$ cat src/rtl/bootloader_controller.sv
// bootloader_controller
//   Serial program loader for the 4-bit CPU. While bl_programm_i is high the
//   core is halted and each 8N1 UART byte received on rx_i is written as one
//   program word (low WORD_WIDTH bits of the byte) into program memory,
//   starting at address 0. Leaving programming mode releases the core through
//   a one-cycle cpu_reset_o pulse.
//
//   Ports
//     clk_i          clock, rising edge
//     reset_ni       asynchronous active-low reset
//     bl_programm_i  programming-mode request (synchronous, level)
//     rx_i           UART receive line, idle high, asynchronous
//     mem_we_o       one-cycle memory write strobe
//     mem_addr_o     write address (held outside write cycles)
//     mem_data_o     write data (held outside write cycles)
//     cpu_halt_o     core stall while high
//     cpu_reset_o    one-cycle core reset on leaving programming mode
//     load_done_o    all MEMORY_REGISTERS words written
//     frame_err_o    sticky: a byte arrived with stop bit = 0
module bootloader_controller #(
    parameter int MEMORY_ADDRESS_WIDTH = 4,
    parameter int MEMORY_REGISTERS     = 16,
    parameter int WORD_WIDTH           = 7,
    parameter int CLKS_PER_BIT         = 16
) (
    input  logic                            clk_i,
    input  logic                            reset_ni,
    input  logic                            bl_programm_i,
    input  logic                            rx_i,
    output logic                            mem_we_o,
    output logic [MEMORY_ADDRESS_WIDTH-1:0] mem_addr_o,
    output logic [WORD_WIDTH-1:0]           mem_data_o,
    output logic                            cpu_halt_o,
    output logic                            cpu_reset_o,
    output logic                            load_done_o,
    output logic                            frame_err_o
);

    localparam int CNT_W = $clog2(CLKS_PER_BIT);
    localparam logic [CNT_W-1:0] HALF_LAST = CNT_W'(CLKS_PER_BIT / 2 - 1);
    localparam logic [CNT_W-1:0] BIT_LAST  = CNT_W'(CLKS_PER_BIT - 1);
    localparam logic [MEMORY_ADDRESS_WIDTH-1:0] ADDR_LAST =
        MEMORY_ADDRESS_WIDTH'(MEMORY_REGISTERS - 1);

    typedef enum logic [2:0] {
        S_OFF, S_IDLE, S_START, S_DATA, S_STOP, S_RECOVER, S_WRITE, S_DONE
    } state_t;

    state_t                          state;
    logic                            rx_meta, rx_sync;
    logic [CNT_W-1:0]                clk_cnt;
    logic [2:0]                      bit_cnt;
    logic [WORD_WIDTH-1:0]           data_reg;
    logic [MEMORY_ADDRESS_WIDTH-1:0] addr;

    // Two-flop synchroniser; resets to the idle (high) line level.
    always_ff @(posedge clk_i or negedge reset_ni) begin
        if (!reset_ni) begin
            rx_meta <= 1'b1;
            rx_sync <= 1'b1;
        end else begin
            rx_meta <= rx_i;
            rx_sync <= rx_meta;
        end
    end

    always_ff @(posedge clk_i or negedge reset_ni) begin
        if (!reset_ni) begin
            state       <= S_OFF;
            clk_cnt     <= '0;
            bit_cnt     <= '0;
            data_reg    <= '0;
            addr        <= '0;
            mem_we_o    <= 1'b0;
            mem_addr_o  <= '0;
            mem_data_o  <= '0;
            cpu_halt_o  <= 1'b0;
            cpu_reset_o <= 1'b0;
            load_done_o <= 1'b0;
            frame_err_o <= 1'b0;
        end else begin
            mem_we_o    <= 1'b0;
            cpu_reset_o <= 1'b0;
            if (state != S_OFF && !bl_programm_i) begin
                // Exit from any active state; an in-flight byte is dropped.
                state       <= S_OFF;
                cpu_halt_o  <= 1'b0;
                cpu_reset_o <= 1'b1;
            end else begin
                case (state)
                    S_OFF: begin
                        cpu_halt_o <= 1'b0;
                        if (bl_programm_i) begin
                            state       <= S_IDLE;
                            addr        <= '0;
                            load_done_o <= 1'b0;
                            frame_err_o <= 1'b0;
                            cpu_halt_o  <= 1'b1;
                        end
                    end
                    S_IDLE: begin
                        if (!rx_sync) begin
                            state   <= S_START;
                            clk_cnt <= '0;
                            bit_cnt <= '0;
                        end
                    end
                    S_START: begin
                        if (clk_cnt == HALF_LAST) begin
                            clk_cnt <= '0;
                            state   <= rx_sync ? S_IDLE : S_DATA;
                        end else begin
                            clk_cnt <= clk_cnt + 1'b1;
                        end
                    end
                    S_DATA: begin
                        if (clk_cnt == BIT_LAST) begin
                            clk_cnt <= '0;
                            // Only the bits that reach memory are kept.
                            if (int'(bit_cnt) < WORD_WIDTH)
                                data_reg[bit_cnt] <= rx_sync;
                            bit_cnt <= bit_cnt + 1'b1;
                            if (bit_cnt == 3'd7)
                                state <= S_STOP;
                        end else begin
                            clk_cnt <= clk_cnt + 1'b1;
                        end
                    end
                    S_STOP: begin
                        if (clk_cnt == BIT_LAST) begin
                            clk_cnt <= '0;
                            if (rx_sync) begin
                                // Strobe and bus are registered on entry so
                                // they are valid throughout the WRITE cycle.
                                state      <= S_WRITE;
                                mem_we_o   <= 1'b1;
                                mem_addr_o <= addr;
                                mem_data_o <= data_reg;
                            end else begin
                                state       <= S_RECOVER;
                                frame_err_o <= 1'b1;
                            end
                        end else begin
                            clk_cnt <= clk_cnt + 1'b1;
                        end
                    end
                    S_RECOVER: begin
                        if (rx_sync)
                            state <= S_IDLE;
                    end
                    S_WRITE: begin
                        addr <= addr + 1'b1;
                        if (addr == ADDR_LAST) begin
                            state       <= S_DONE;
                            load_done_o <= 1'b1;
                        end else begin
                            state <= S_IDLE;
                        end
                    end
                    S_DONE: begin
                        load_done_o <= 1'b1;
                    end
                    default: state <= S_OFF;
                endcase
            end
        end
    end

endmodule
$ cat config.mk
export PLATFORM = sky130hd
export DESIGN_NAME = bootloader_controller
export DESIGN_NICKNAME = d
export VERILOG_FILES = /design/src/rtl/bootloader_controller.sv
export SDC_FILE = /design/constraint.sdc
export NUM_CORES = 1
export LEC_CHECK = 0
export BUFFER_PORTS_ARGS = -buffer_cell sky130_fd_sc_hd__buf_2
export CAP_MARGIN = 20
export CORE_MARGIN = 2
export CORE_UTILIZATION = 55
export DETAILED_ROUTE_END_ITERATION = 6
export GPL_TIMING_DRIVEN = 0
export HOLD_SLACK_MARGIN = 0.12
export PLACE_DENSITY = 0.75
export SLEW_MARGIN = 20
export SYNTH_ARGS = -nofsm -noshare
export SYNTH_HDL_FRONTEND = slang
export SYNTH_SLANG_ARGS = --single-unit
$ cat constraint.sdc
create_clock -name clk_i -period 2.7 [get_ports clk_i]
set_clock_uncertainty 0.15 [all_clocks]
set_input_delay 0.135 -clock clk_i [delete_from_list [all_inputs] [get_ports clk_i]]
set_output_delay 0.135 -clock clk_i [all_outputs]
set_load 0.005 [all_outputs]
### Word level (Yosys, flattened, before mapping)

Cells that the tools add are included.

* word-level logic and storage cells: 104
* flip-flop bits (word level): 39

* magnitude comparators: 3
* $add $sub $neg: 3
* eq/ne operators: 24
* multiplexer cells: 38
* reductions and logical operators: 21
* bitwise gates (word level): 1

Operators with widths (number)
* 3-bit 2-to-1 mux: 11
* 3-bit != test (second input constant): 7
* 3-bit case mux with 7 select lines: 1
* 4-bit 2-to-1 mux: 4
* 4-bit AND reduction: 4
* 3-bit equality test (second input constant): 5
* 1-bit 2-to-1 mux: 13
* 2-bit != test (second input constant): 6
* 4-bit case mux with 3 select lines: 1
* 3-bit nonzero test: 3
* 4-bit by 1-bit adder with 4-bit output (second input constant): 2
* 4-bit equality test (second input constant): 2
* 4-bit case mux with 2 select lines: 1
* 8-bit AND reduction: 1
* 2-bit nonzero test: 4
* 8-bit nonzero test: 1
* 7-bit bitwise mux: 1
* 3-bit by 2-bit equality test with 1-bit output (second input constant): 2
* 3-bit case mux with 2 select lines: 1
* 3-bit AND reduction: 2
* 5-bit AND reduction: 1
* 4-bit by 3-bit equality test with 1-bit output (second input constant): 1
* 3-bit by 4-bit < comparator with 1-bit output (second input constant): 1
* 2-bit 2-to-1 mux: 2
* 12 further kinds: 13

### Depth between registers and ports, before layout

* depth after elaboration: 5
* depth in mapped cells: 7
* mapped depth without buffers: 7

### Worst setup path before layout

OpenSTA, ideal clock, no wires.

* path type: flip-flop to flip-flop
* from: register bit_cnt[1]
* to: register state[2]
* buffers on the path: 0
* path slack: 0.792 ns
* stages on the path, launching flop included: 7
* arrival time: 1.638 ns
* data required time: 2.430 ns
* setup time: 0.120 ns
* path through: dfrtp_1 -> ha_1 -> ha_1 -> inv_1 -> o221ai_2 -> or4b_4 -> o211a_1

* longest elaborated chain between the ends: 3

Ends and longest elaborated chain
* from (decl): line 52 `logic [2:0] bit_cnt;`
* from (signal assigned): line 122 `bit_cnt <= bit_cnt + 1'b1;`
* 3-bit equality test: line 123 `if (bit_cnt == 3'd7)`
* 3-bit != test (no source line)
* 8-bit AND reduction (no source line)
* to (signal assigned): line 111 `state <= rx_sync ? S_IDLE : S_DATA;`
* to (decl): line 49 `state_t state;`

Every way passes these cells.
A chain may end at the register's enable or synchronous reset.

### Worst setup path after layout

* from: register bit_cnt[1]
* to: register state[1]

The elaborated chain is that of the path after synthesis.

==> results.json <==
{
  "cts.sinks": 39,
  "min_from": "rx_meta",
  "worst_pin_slew_ns": 0.8519,
  "die_y_um": 63.50,
  "first_iter_violations": 102,
  "n_fill_cell": 295,
  "postRouteAntennaNets": 0,
  "startpoint": "bit_cnt[1]",
  "cp.arrival_ns": 2.22,
  "drcViolationCount": 0,
  "grt_max_degree": 40,
  "htree_num_levels": 2,
  "synthArstFlopShare": 1.000,
  "cts_made_buffers": 5,
  "power_density_mw_per_mm2": 533.5,
  "viasPerCell": 5.816,
  "synth_warnings": 0,
  "synth_cells": 179,
  "place_congestion": 0.9747,
  "cp.required_ns": 2.81,
  "reg2reg_slack_ns": 0.60,
  "cp-end-kind": "flop",
  "multi_input_area_um2": 898.4,
  "ys.flop_type": "dfrtp_1",
  "cts_tree": "yes",
  "ir_drop_mv": 0.3075,
  "antenna_found_initial": 0,
  "layout-drive-gt1-share": 0.3014,
  "place_hpwl_mm": 2.640,
  "regArea_um2": 978.4,
  "rsz0062_at_grt": "false",
  "drv_slew": 0,
  "cts.repair.resized": 0,
  "rows": 21,
  "antennaDiodeCount": 0,
  "seq_area_frac_synth": 0.5026,
  "core-area_mm2": 0.003363,
  "holdBufCountCts": 3,
  "netlist_area_mm2": 0.001947,
  "clockBufferDepth": 2,
  "maxCapViolations": 0,
  "fin_total_pwr_w": 0.001167,
  "hold_violations": 0,
  "setup_tns_ns": 0,
  "yosysTopAreaCell": "dfrtp_1",
  "fmax_mhz": 475.2,
  "p_leak_nw": 1.059,
  "hold_class": "reg2reg",
  "vias": 1483,
  "grt_pass1_vias": 1417,
  "synth_top_area_share": 0.4756,
  "ios": 20,
  "root_buffer": "clkbuf_4",
  "grt_pass1_wl_mm": 6.651,
  "relSlewSlack": 0.4320,
  "numPortBuffers": 19,
  "fin_crit_sh": 0.7794,
  "status": "finished, final reports clean",
  "die_w_um": 63.50,
  "initial_utilization": 0.5789,
  "synth_cell_type_count": 52,
  "drt_pass1_iterations": 4,
  "synth_edf_count": 0,
  "regToRegStartpoint": "bit_cnt[1]",
  "die_area_mm2": 0.004032,
  "whs_ns": 0.2113,
  "worstSetupPathType": "reg2reg",
  "syn_area_per_cell_um2": 10.88,
  "syn2layout_area_growth_pct": 12.34,
  "wire_per_inst_um": 14.69,
  "clk_latency_ns": 0.35,
  "cp_max_fo": 7,
  "grt_overflow": 0,
  "grt_use_total": 0.2095,
  "wl_mm": 3.745,
  "synth_seq_cells": 39,
  "fin_crit_ns": 2.104,
  "cts.clk_slew.worst_paths_ns": 0.12,
  "fin_nets": 216,
  "cts_setup_buffers": 0,
  "synth_fp_nets": 187,
  "cp-start-kind": "flop",
  "setup_violations": 0,
  "ys_top_cells_by_area": "dfrtp_1 48%, mux2_2 10%, o21ai_0 2.8%, dfstp_2 2.7%, nor2_1 2.7%"
}
metal layers:
metal / routed length (µm) / vias up / global-route usage
li1: - / 710 / -
met1: 1695 / 727 / 0.2792
met2: 1816 / 39 / 0.3329
met3: 181 / 7 / 0.06250
met4: 52 / 0 / 0.05707
met5: 0 / - / 0
worst max-delay path, stage by stage (launching register included):
cell      delay [ns]
dfrtp_1         0.49
ha_1            0.20
ha_1            0.14
inv_1           0.05
o221ai_2        0.19
or4b_4          0.53
a211oi_1        0.27
area by class of cell:
type                            instances  area share
Multi-Input combinational cell        127      0.4108
Timing Repair Buffer                   22     0.05721
Clock inverter                          3    0.009153
Clock buffer                            5     0.01716
Sequential cell                        39      0.4474
Buffer                                  9     0.02517
Tap cell                               46     0.02632
Inverter                                4    0.006865
synth_stat cells (2+ instances only):
cell	number
o21ai_2	2
nor2_1	14
nand2b_1	4
nand4b_1	2
buf_4	3
o21ai_0	11
mux2_2	18
ha_1	4
dfrtp_1	37
nand4_1	3
a22o_1	2
nand3b_1	2
dfstp_2	2
nand2_1	12
nand3_1	6
clkbuf_1	3
nor3_1	4
buf_2	2
nor2b_1	5
a21oi_1	9
inv_1	3
logic make-up after synthesis:
logic type | share of synthesized area
compound gates | 0.1356
xor+xnor | 0.004500
fa+ha+maj | 0.02571
buf+inv | 0.03599
flops | 0.5026
mux | 0.1093
simple gates | 0.1864
final timing paths:
path                              end  depth (start not counted)
hold reg to reg               rx_sync                          0
setup reg to reg             state[1]                          6
min in group asynchronous     addr[2]                          2
max in group asynchronous  clk_cnt[2]                          2
hold / removal                rx_sync                          0
setup / recovery             state[1]                          6
layout by cell type (no fill, tap or decap), types with 2 or more instances in the layout:
cell type	count
nand2b_1	4
a22o_1	2
ha_1	4
nor2b_1	5
mux2_2	18
clkinvlp_4	2
dfrtp_1	37
nand4_1	3
buf_4	3
nand2_1	12
dfstp_2	2
clkbuf_4	5
a21oi_1	9
o21ai_2	2
nand3_1	6
nor3_1	4
clkbuf_1	3
buf_2	21
nand4b_1	2
nand3b_1	2
nor2_1	14
o21ai_0	11
inv_1	3
dlygate4sd3_1	3
report_power, final:
part	total (W)	switching [W]	internal (W)
registers	0.000644	0.0000296	0.000614
logic	0.000224	0.000133	0.0000908
clock network	0.000299	0.000200	0.0000995
through the flow:
step                cell area [µm²]  setup slack [ns]    util  instances
CTS                            2187            0.5976  0.6503        255
global route                   2187            0.4614  0.6503        255
finish                         2187            0.5956  0.6503        255
floorplan                      1947            0.7916       -        179
global placement               2100            0.6427  0.6243        244
detailed placement             2100            0.6225  0.6243        244
(Power assumes the default switching activity.)
